### src/rtl/sam_vaddr_gen.sv
// Video-side SAM address generator: follows the VDG da0/hs_n/fs_n strobes and
// produces the display RAM address, honouring the V2..V0 divide mode and F6..F0 base.
module sam_vaddr_gen #(
  parameter int unsigned ROW_BYTES  = 32,
  parameter int unsigned BASE_SHIFT = 9
) (
  input  logic        clk,
  input  logic        reset_n,
  input  logic [2:0]  mode,
  input  logic [6:0]  disp_offset,
  input  logic        da0,
  input  logic        hs_n,
  input  logic        fs_n,
  output logic [15:0] vaddr,
  output logic        vfetch
);

  localparam int unsigned AW = 16;
  localparam int unsigned YW = 4;

  logic          r_da0_q;
  logic          r_hs_q;
  logic          r_fs_q;
  logic          r_xphase;
  logic [YW-1:0] r_ycnt;
  logic [AW-1:0] r_row_start;

  logic          w_da0_fall;
  logic          w_hs_fall;
  logic          w_fs_fall;
  logic          w_xdiv2;
  logic [YW-1:0] w_ylast;
  logic [AW-1:0] w_base;
  logic          w_unused_row;

  // Row length is implied by how many da0 strobes the VDG issues per line.
  assign w_unused_row = ^ROW_BYTES;

  assign w_da0_fall = r_da0_q & ~da0;
  assign w_hs_fall  = r_hs_q  & ~hs_n;
  assign w_fs_fall  = r_fs_q  & ~fs_n;
  assign w_base     = AW'(disp_offset) << BASE_SHIFT;
  assign w_xdiv2    = mode[0] && (mode != 3'b111);

  // Last Y repeat index (Ydiv-1) for the current mode.
  always_comb begin
    w_ylast = YW'(0);
    case (mode)
      3'b000:  w_ylast = YW'(11);
      3'b001:  w_ylast = YW'(2);
      3'b010:  w_ylast = YW'(2);
      3'b011:  w_ylast = YW'(1);
      3'b100:  w_ylast = YW'(1);
      default: w_ylast = YW'(0);
    endcase
  end

  // Strobe sampling plus field/line/byte actions in fs > hs > da0 priority.
  always_ff @(posedge clk or negedge reset_n) begin
    if (!reset_n) begin
      r_da0_q     <= 1'b1;
      r_hs_q      <= 1'b1;
      r_fs_q      <= 1'b1;
      r_xphase    <= 1'b0;
      r_ycnt      <= '0;
      r_row_start <= '0;
      vaddr       <= '0;
      vfetch      <= 1'b0;
    end else begin
      r_da0_q <= da0;
      r_hs_q  <= hs_n;
      r_fs_q  <= fs_n;
      vfetch  <= 1'b0;
      if (w_fs_fall) begin
        vaddr       <= w_base;
        r_row_start <= w_base;
        r_ycnt      <= '0;
        r_xphase    <= 1'b0;
      end else if (w_hs_fall) begin
        r_xphase <= 1'b0;
        // >= so a mode change that shrinks Ydiv still closes the row.
        if (r_ycnt >= w_ylast) begin
          r_ycnt      <= '0;
          r_row_start <= vaddr;
        end else begin
          r_ycnt <= r_ycnt + YW'(1);
          vaddr  <= r_row_start;
        end
      end else if (w_da0_fall) begin
        if (w_xdiv2) begin
          r_xphase <= ~r_xphase;
          if (r_xphase) begin
            vaddr  <= vaddr + AW'(1);
            vfetch <= 1'b1;
          end
        end else begin
          vaddr  <= vaddr + AW'(1);
          vfetch <= 1'b1;
        end
      end
    end
  end

endmodule

### config.mk
export PLATFORM = sky130hd
export DESIGN_NAME = sam_vaddr_gen
export DESIGN_NICKNAME = d
export VERILOG_FILES = /design/src/rtl/sam_vaddr_gen.sv
export SDC_FILE = /design/constraint.sdc
export NUM_CORES = 1
export LEC_CHECK = 0
export ABC_CLOCK_PERIOD_IN_PS = 2100
export BUFFER_PORTS_ARGS = -buffer_cell sky130_fd_sc_hd__buf_2
export CELL_PAD_IN_SITES_DETAIL_PLACEMENT = 1
export CELL_PAD_IN_SITES_GLOBAL_PLACEMENT = 1
export CORE_UTILIZATION = 43
export DETAILED_ROUTE_END_ITERATION = 10
export PLACE_DENSITY = 0.81
export SLEW_MARGIN = 20
export SYNTH_ARGS = -nofsm -noshare
export SYNTH_HDL_FRONTEND = slang
export SYNTH_SLANG_ARGS = --single-unit
### constraint.sdc
create_clock -name clk -period 2.1 [get_ports clk]
set_input_delay 0.42 -clock clk [delete_from_list [all_inputs] [get_ports clk]]
set_output_delay 0.42 -clock clk [all_outputs]
set_load 0.05 [all_outputs]
==> metrics.cfg, run 1 <==
[synthesis]
syn_inst=279
yosys-top-cells-area=dfrtp_1 (39%), nand2_1 (7.9%), a21oi_1 (4.7%)
synth_nets=299
yosysUniqueCellTypes=53
ys_seq_elements=41
synth_top_area_cell=dfrtp_1
synthesis.area_um2=2430
ys_seq_area_share_pct=42.3
synth_async_sr_flop_share_pct=100
synth.most_common_cell=nand2_1
yosysWarnings=0
synth_ff_type=dfrtp_1
avgSynthCellArea_um2=8.73
synth_edf_count=0
synth_top_area_share_pct=39.1
synth_commonest_cells=nand2_1 (51), dfrtp_1 (38), a21oi_1 (23)

[global_routing]
grt_max_degree=22
grtUsageTotal_pct=28.0
grt_pass1_vias=2425
antenna_found_initial=0
grt_pass1_wl_um=12700
grt_overflow=0

[pwr]
p_leak_nw=1.36
powerDensity_nw_per_um2=694
pwr-share-clk_pct=24.6
p_int_mw=1.32
p_sw_mw=0.777
seqPwrFrac_pct=45.3
ir_drop_v=0.000365
power_frac_comb_pct=30.1
p_sw_share_pct=37.0

[clocking]
postCtsSetupRepairBufs=0
clockBufferDepth=2
cts_buffers=5
htreeDepth=2
clk_pin_slew_worst_paths_ns=0.09
cts_tree=yes
hold_buffers=0
clockRootBuffer=clkbuf_8
clock-sinks=41
clk_latency_ns=0.30

[setup_path]
rr_worst_depth=7
cp-start-kind=input pin
r2r_slack_ns=0.09
setup.worst_path.end_class=register
r2r-start=r_ycnt[0]
cp.required_ns=2.26
r2r-end=vaddr[8]
crit_arrival_ns=2.21
path_class=input pin to register
crit_fanout=9

[die]
placementRows=27
core_region_area_um2=5470
initial_core_util_pct=44.5
dieArea_um2=5970
die_w_um=77.3
dieHeight_um=77.3
ios=32

[sta]
finalSetupTns_ns=0
finalSetupViolCount=0
finalMaxSlewViolations=0
setup_slack_ns=0.0528
slew_headroom_pct=71.7
skew_ns=0.0108
fin_crit_sh_pct=97.5
worst_pin_slew_ns=0.423
rsz0062_at_grt=yes
hold_viol=0
clock.fmax_mhz=488
finalCriticalPeriod_ns=2.05

[detailed_routing]
vias=2420
top_layer_used=met4
dr.pass1.iters=4
met2WireLength_um=4000
routed_wl_um=7790
dr_wl_met3_um=280
viasPerCell=5.93
routedWlPerCell_um=19.1
wl_met1_um=3400
first_iter_violations=150
drc_errors=0
ant_nets=0

[placement]
hpwl_um=5710
place.port_buffers=31
pre_cts_slack_ns=-0.279
post_dp_cell_area_um2=2890
post-place-cells=400
gp_congestion=0.882

[layout]
design_area_um2=3030
nFillCells=684
drive_gt1_share_pct=29.2
diodes=0
area_delta_synth_final_pct=24.4
final_cells=408
fin_util_pct=55.3
final_nets=355

[flow_run]
maxCapViolations=0

[outcome]
outcome=completed

[hold_path]
hold_class=input pin to async pin

-- cell families after synthesis --
logic type      Yosys count  share of synthesized area [%]
flops                    41                           42.3
compound gates           82                           21.8
xor+xnor                  7                           2.52
fa+ha+maj                 5                           2.57
simple gates            119                           23.8
mux                       7                           2.98
buf+inv                  18                           4.01
-- worst max-delay path, stage by stage --
cell and delay (ns):
buf_2 0.12, or3_1 0.38, ha_1 0.31, or2_4 0.31
nand2_1 0.13, buf_4 0.12, o22ai_2 0.08, a22oi_1 0.19
o32ai_1 0.13
-- what timing repair did --
item / CTS / global route
gates resized for setup: 3 / 9
pin swaps: 0 / 1
endpoints found under the setup margin: 1 / 21
-- flip-flops by register name, summed over array words and instances (netlist names) --
register / count
r_xphase: 1
r_row_start: 16
r_ycnt: 4
r_hs_q: 1
r_da0_q: 1
vaddr: 16
r_fs_q: 1
vfetch: 1
-- power groups by stage --
| stage | Combinational (mW) | Clock [mW] | Sequential [mW] |
|---|---|---|---|
| final | 0.632 | 0.516 | 0.952 |
| after global routing | 0.684 | 0.561 | 0.963 |
| after CTS | 0.610 | 0.531 | 0.951 |
| after detailed placement | 0.600 | 0 | 0.966 |
| after global placement | 0.583 | 0 | 0.962 |
| after floorplan | 0.258 | 0 | 1.06 |
-- metal layers --
layer | up-vias | track usage (%)
met2 | 52 | 46.5
met5 | - | 0
met1 | 1228 | 37.9
li1 | 1131 | -
met3 | 9 | 4.05
met4 | 0 | 7.55
-- per-stage QoR --
step,hold WS [ns],power [mW]
after floorplan,0.124,1.31
after global placement,0.348,1.54
after detailed placement,0.352,1.57
after CTS,0.0170,2.09
after global routing,0.0156,2.21
final,0.0182,2.10
-- placed cells by master (no fill, tap or decap), drive strengths merged, types with 3 or more instances in the layout --
cell,netlist,routed
xnor2,3,3
nor2b,4,4
a31oi,7,7
clkbuf,4,6
and3,4,4
inv,3,3
nor2,16,16
o22ai,5,5
nor3,6,6
nand4,5,5
dfrtp,38,38
o21ai,21,21
xor2,4,4
nand3,16,16
nand2,51,51
a21oi,24,24
a22oi,4,4
mux2i,5,5
ha,5,5
buf,11,64
nor4,3,3
dfstp,3,3
nand2b,4,4
-- final cells by class --
class / count / area, µm² / share of cell area [%]
flip-flops and latches: 41 / 1030 / 34.0
clock inverters: 2 / 10.0 / 0.331
inverters: 3 / 11.3 / 0.372
well taps: 72 / 90.1 / 2.98
clock buffers: 6 / 72.6 / 2.40
multi-input cells: 220 / 1380 / 45.7
repair buffers: 64 / 432 / 14.3
-- how the worst max path moves through the flow --
stage,from,slack [ns],cells past startpoint,endpoint
after floorplan,mode[0],0.003,7,vaddr[10]
after global placement,mode[0],-0.23,9,vaddr[8]
after detailed placement,mode[0],-0.28,9,vaddr[8]
after CTS,mode[0],0.001,8,r_ycnt[3]
after global routing,r_ycnt[0],-0.04,7,vaddr[8]
final,mode[0],0.05,9,vaddr[8]
Power figures use the tool's default switching activity.
==> run 2, diff against run 1 <==
--- a/config.mk
+++ b/config.mk
@@ -9,9 +9,11 @@
 export BUFFER_PORTS_ARGS = -buffer_cell sky130_fd_sc_hd__buf_2
 export CELL_PAD_IN_SITES_DETAIL_PLACEMENT = 1
 export CELL_PAD_IN_SITES_GLOBAL_PLACEMENT = 1
-export CORE_UTILIZATION = 43
+export CORE_ASPECT_RATIO = 1.5
+export CORE_UTILIZATION = 45
+export CTS_BUF_LIST = sky130_fd_sc_hd__clkbuf_8
 export DETAILED_ROUTE_END_ITERATION = 10
-export PLACE_DENSITY = 0.81
+export PLACE_DENSITY = 0.84
 export SLEW_MARGIN = 20
 export SYNTH_ARGS = -nofsm -noshare
 export SYNTH_HDL_FRONTEND = slang
==> run 2 against run 1 <==
  * Clock skew fell by 0.0038 ns
  * Hold slack gained 0.18 ns
  * Maximum frequency increased by 1.4%
  * Total power down 0.67%
  * First-iteration DRC count decreased by 13%
  * Global-route usage grew 2.9 points
  * Largest cell class unchanged
  * Core utilization rose by 3.3 points
  * Wire length grew 4.5%
  * Combinational power fell by 1%
  * Sequential cell count unchanged
  * Sequential share of layout area barely moved
  * Sequential power rose by 0.4%
==> metrics.cfg, run 2 (synthesis gave the netlist of run 1 again) <==
[sta]
finalMaxSlewViolations=0  ; unchanged
skew_ns=0.00702  ; -0.00383 ns
rsz0062_at_grt=no
fin_crit_sh_pct=96.2  ; -1.3 points
clock.fmax_mhz=495  ; +1.4%
worst_pin_slew_ns=0.612  ; +0.189 ns
hold_viol=0  ; unchanged
finalCriticalPeriod_ns=2.02  ; -0.0274 ns
slew_headroom_pct=59.1  ; -13 points
finalSetupViolCount=0  ; unchanged
finalSetupTns_ns=0  ; unchanged

[detailed_routing]
vias=2510  ; +3.7%
first_iter_violations=130  ; -13%
routed_wl_um=8140  ; +4.5%
drc_errors=0  ; unchanged
ant_nets=0  ; unchanged
viasPerCell=6.20  ; +4.5%
dr.pass1.iters=4  ; unchanged
routedWlPerCell_um=20.1  ; +5.3%

[layout]
area_delta_synth_final_pct=24.3  ; about the same
fin_util_pct=58.6  ; +3.3 points
diodes=0  ; unchanged
mostFrequentLayoutCells=nand2_1 (50), dfrtp_1 (38), buf_2 (31), buf_4 (31), a21oi_1 (21)
design_area_um2=3030  ; about the same
nFillCells=629  ; -8.0%
final_cells=405  ; -0.74%
layout_commonest_cell=nand2_1
multi_input_comb_area_um2=1370  ; -0.72%
final_nets=356  ; +0.28%
top_regs=r_row_start: 16 flops, vaddr: 16 flops, r_ycnt: 4 flops
ff_latch_area_um2=1030  ; unchanged
drive_gt1_share_pct=28.5  ; -0.68 points

[global_routing]
grtUsageTotal_pct=30.9  ; +2.9 points
grt_pass1_wl_um=12900  ; +1.4%
grt.met2_usage_pct=52.4  ; +5.8 points
use_met3_pct=4.80  ; +0.75 points
busiest_layer=met2
use_met1_pct=36.1  ; -1.8 points
antenna_found_initial=0  ; unchanged
grt_overflow=0  ; unchanged
grt_pass1_vias=2644  ; +9.0%
grt_max_degree=42  ; +91%

[placement]
place.port_buffers=31  ; unchanged
post_dp_cell_area_um2=2910  ; +0.52%
hpwl_um=5930  ; +4.0%
gp_congestion=0.848  ; -3.8%
post-place-cells=397  ; -0.75%

[die]
ios=32  ; unchanged
dieArea_um2=5720  ; -4.2%
core_region_area_um2=5160  ; -5.6%
die_w_um=62.1  ; -20%
dieHeight_um=92.1  ; +19%
initial_core_util_pct=47.1  ; +2.7 points
placementRows=32  ; +19%

[clocking]
clockRootBuffer=clkbuf_8
htreeDepth=2  ; unchanged
clk_pin_slew_worst_paths_ns=0.08  ; about the same
clock-sinks=41  ; unchanged
clk_latency_ns=0.30  ; about the same
clockBufferDepth=2  ; unchanged
cts_buffers=5  ; unchanged
cts_tree=yes

[setup_path]
cp-start-kind=input pin
cpLargestDelayFamily=simple AND/OR/NAND/NOR gates
crit_buf_inv=2  ; unchanged
path_class=input pin to register
cp.required_ns=2.28  ; +0.02 ns
slowest_stage=or3_1
crit_arrival_ns=2.20  ; about the same
crit_fanout=7  ; -2
slowest_delay_ns=0.38  ; about the same
setup.worst_path.end_class=register
path_cells=buf_2 -> or3_1 -> ha_2 -> nor3_4 -> o21ai_4 -> buf_12 -> nand2_4 -> o22ai_1 -> a221o_1

[flow_run]
maxCapViolations=0  ; unchanged

[pwr]
p_leak_nw=1.37  ; +0.85%
ir_drop_v=0.000325  ; -11%
powerDensity_nw_per_um2=689  ; -0.62%

[outcome]
outcome=completed

[hold_path]
hold_class=input pin to async pin

[run 2: changes by cell type in the layout (fill, tap and decap cells not counted), sizes merged]
cell    delta
inv        +3
clkinv     -2
buf        +1
clkbuf     -1
[run 2: timing repair]
item,CTS,global route
pin swaps,0,1
hold buffers,0,0
gates resized for setup,1,8
setup endpoints to repair,1,12
setup buffers,0,0
[run 2: worst paths after layout]
kind	start	slack [ns]	endpoint	cells past startpoint
min reg2reg	r_row_start[7]	0.52	vaddr[7]	1
min	reset_n	0.19	r_ycnt[1]	2
max reg2reg	r_da0_q	0.09	vaddr[14]	6
min in group clk	da0	0.23	r_da0_q	1
max	mode[0]	0.08	vaddr[14]	9
max in group asynchronous	reset_n	1.52	r_hs_q	2
[run 2: through the flow]
step                      worst slack (ns)  hold WS (ns)  total power, mW
after floorplan                    0.00281         0.124             1.31
final                               0.0802         0.194             2.09
after detailed placement            -0.291         0.513             1.57
after global routing                0.0272         0.221             2.17
after global placement              -0.225         0.492             1.54
after CTS                           0.0157         0.207             2.07
[run 2: power breakdown]
part	total (mW)	leakage, nW	switching (mW)	internal [mW]
clock network	0.507	0.0519	0.285	0.222
logic	0.624	0.781	0.398	0.226
registers	0.956	0.537	0.0921	0.864
[run 2: worst register-to-register path: stages, from the launching register on]
cell	delay [ns]
dfstp_2	0.53
nor2b_1	0.21
o21ai_2	0.15
buf_4	0.20
nor4b_2	0.33
o22ai_1	0.14
a221o_1	0.33
[run 2: layout make-up]
cell class                 count  share of cell area [%]
clock buffer                   5                    2.27
clock inverter                 3                   0.372
inverter                       3                   0.372
multi-input combinational    220                    45.3
sequential                    41                    34.0
tap                           68                    2.81
timing repair buffer          65                    14.8
[run 2: routing by layer]
layer	vias up	share of wire, %
met5	-	0
met4	0	3.2
met3	27	3.4
met2	90	53
met1	1261	40
li1	1132	-
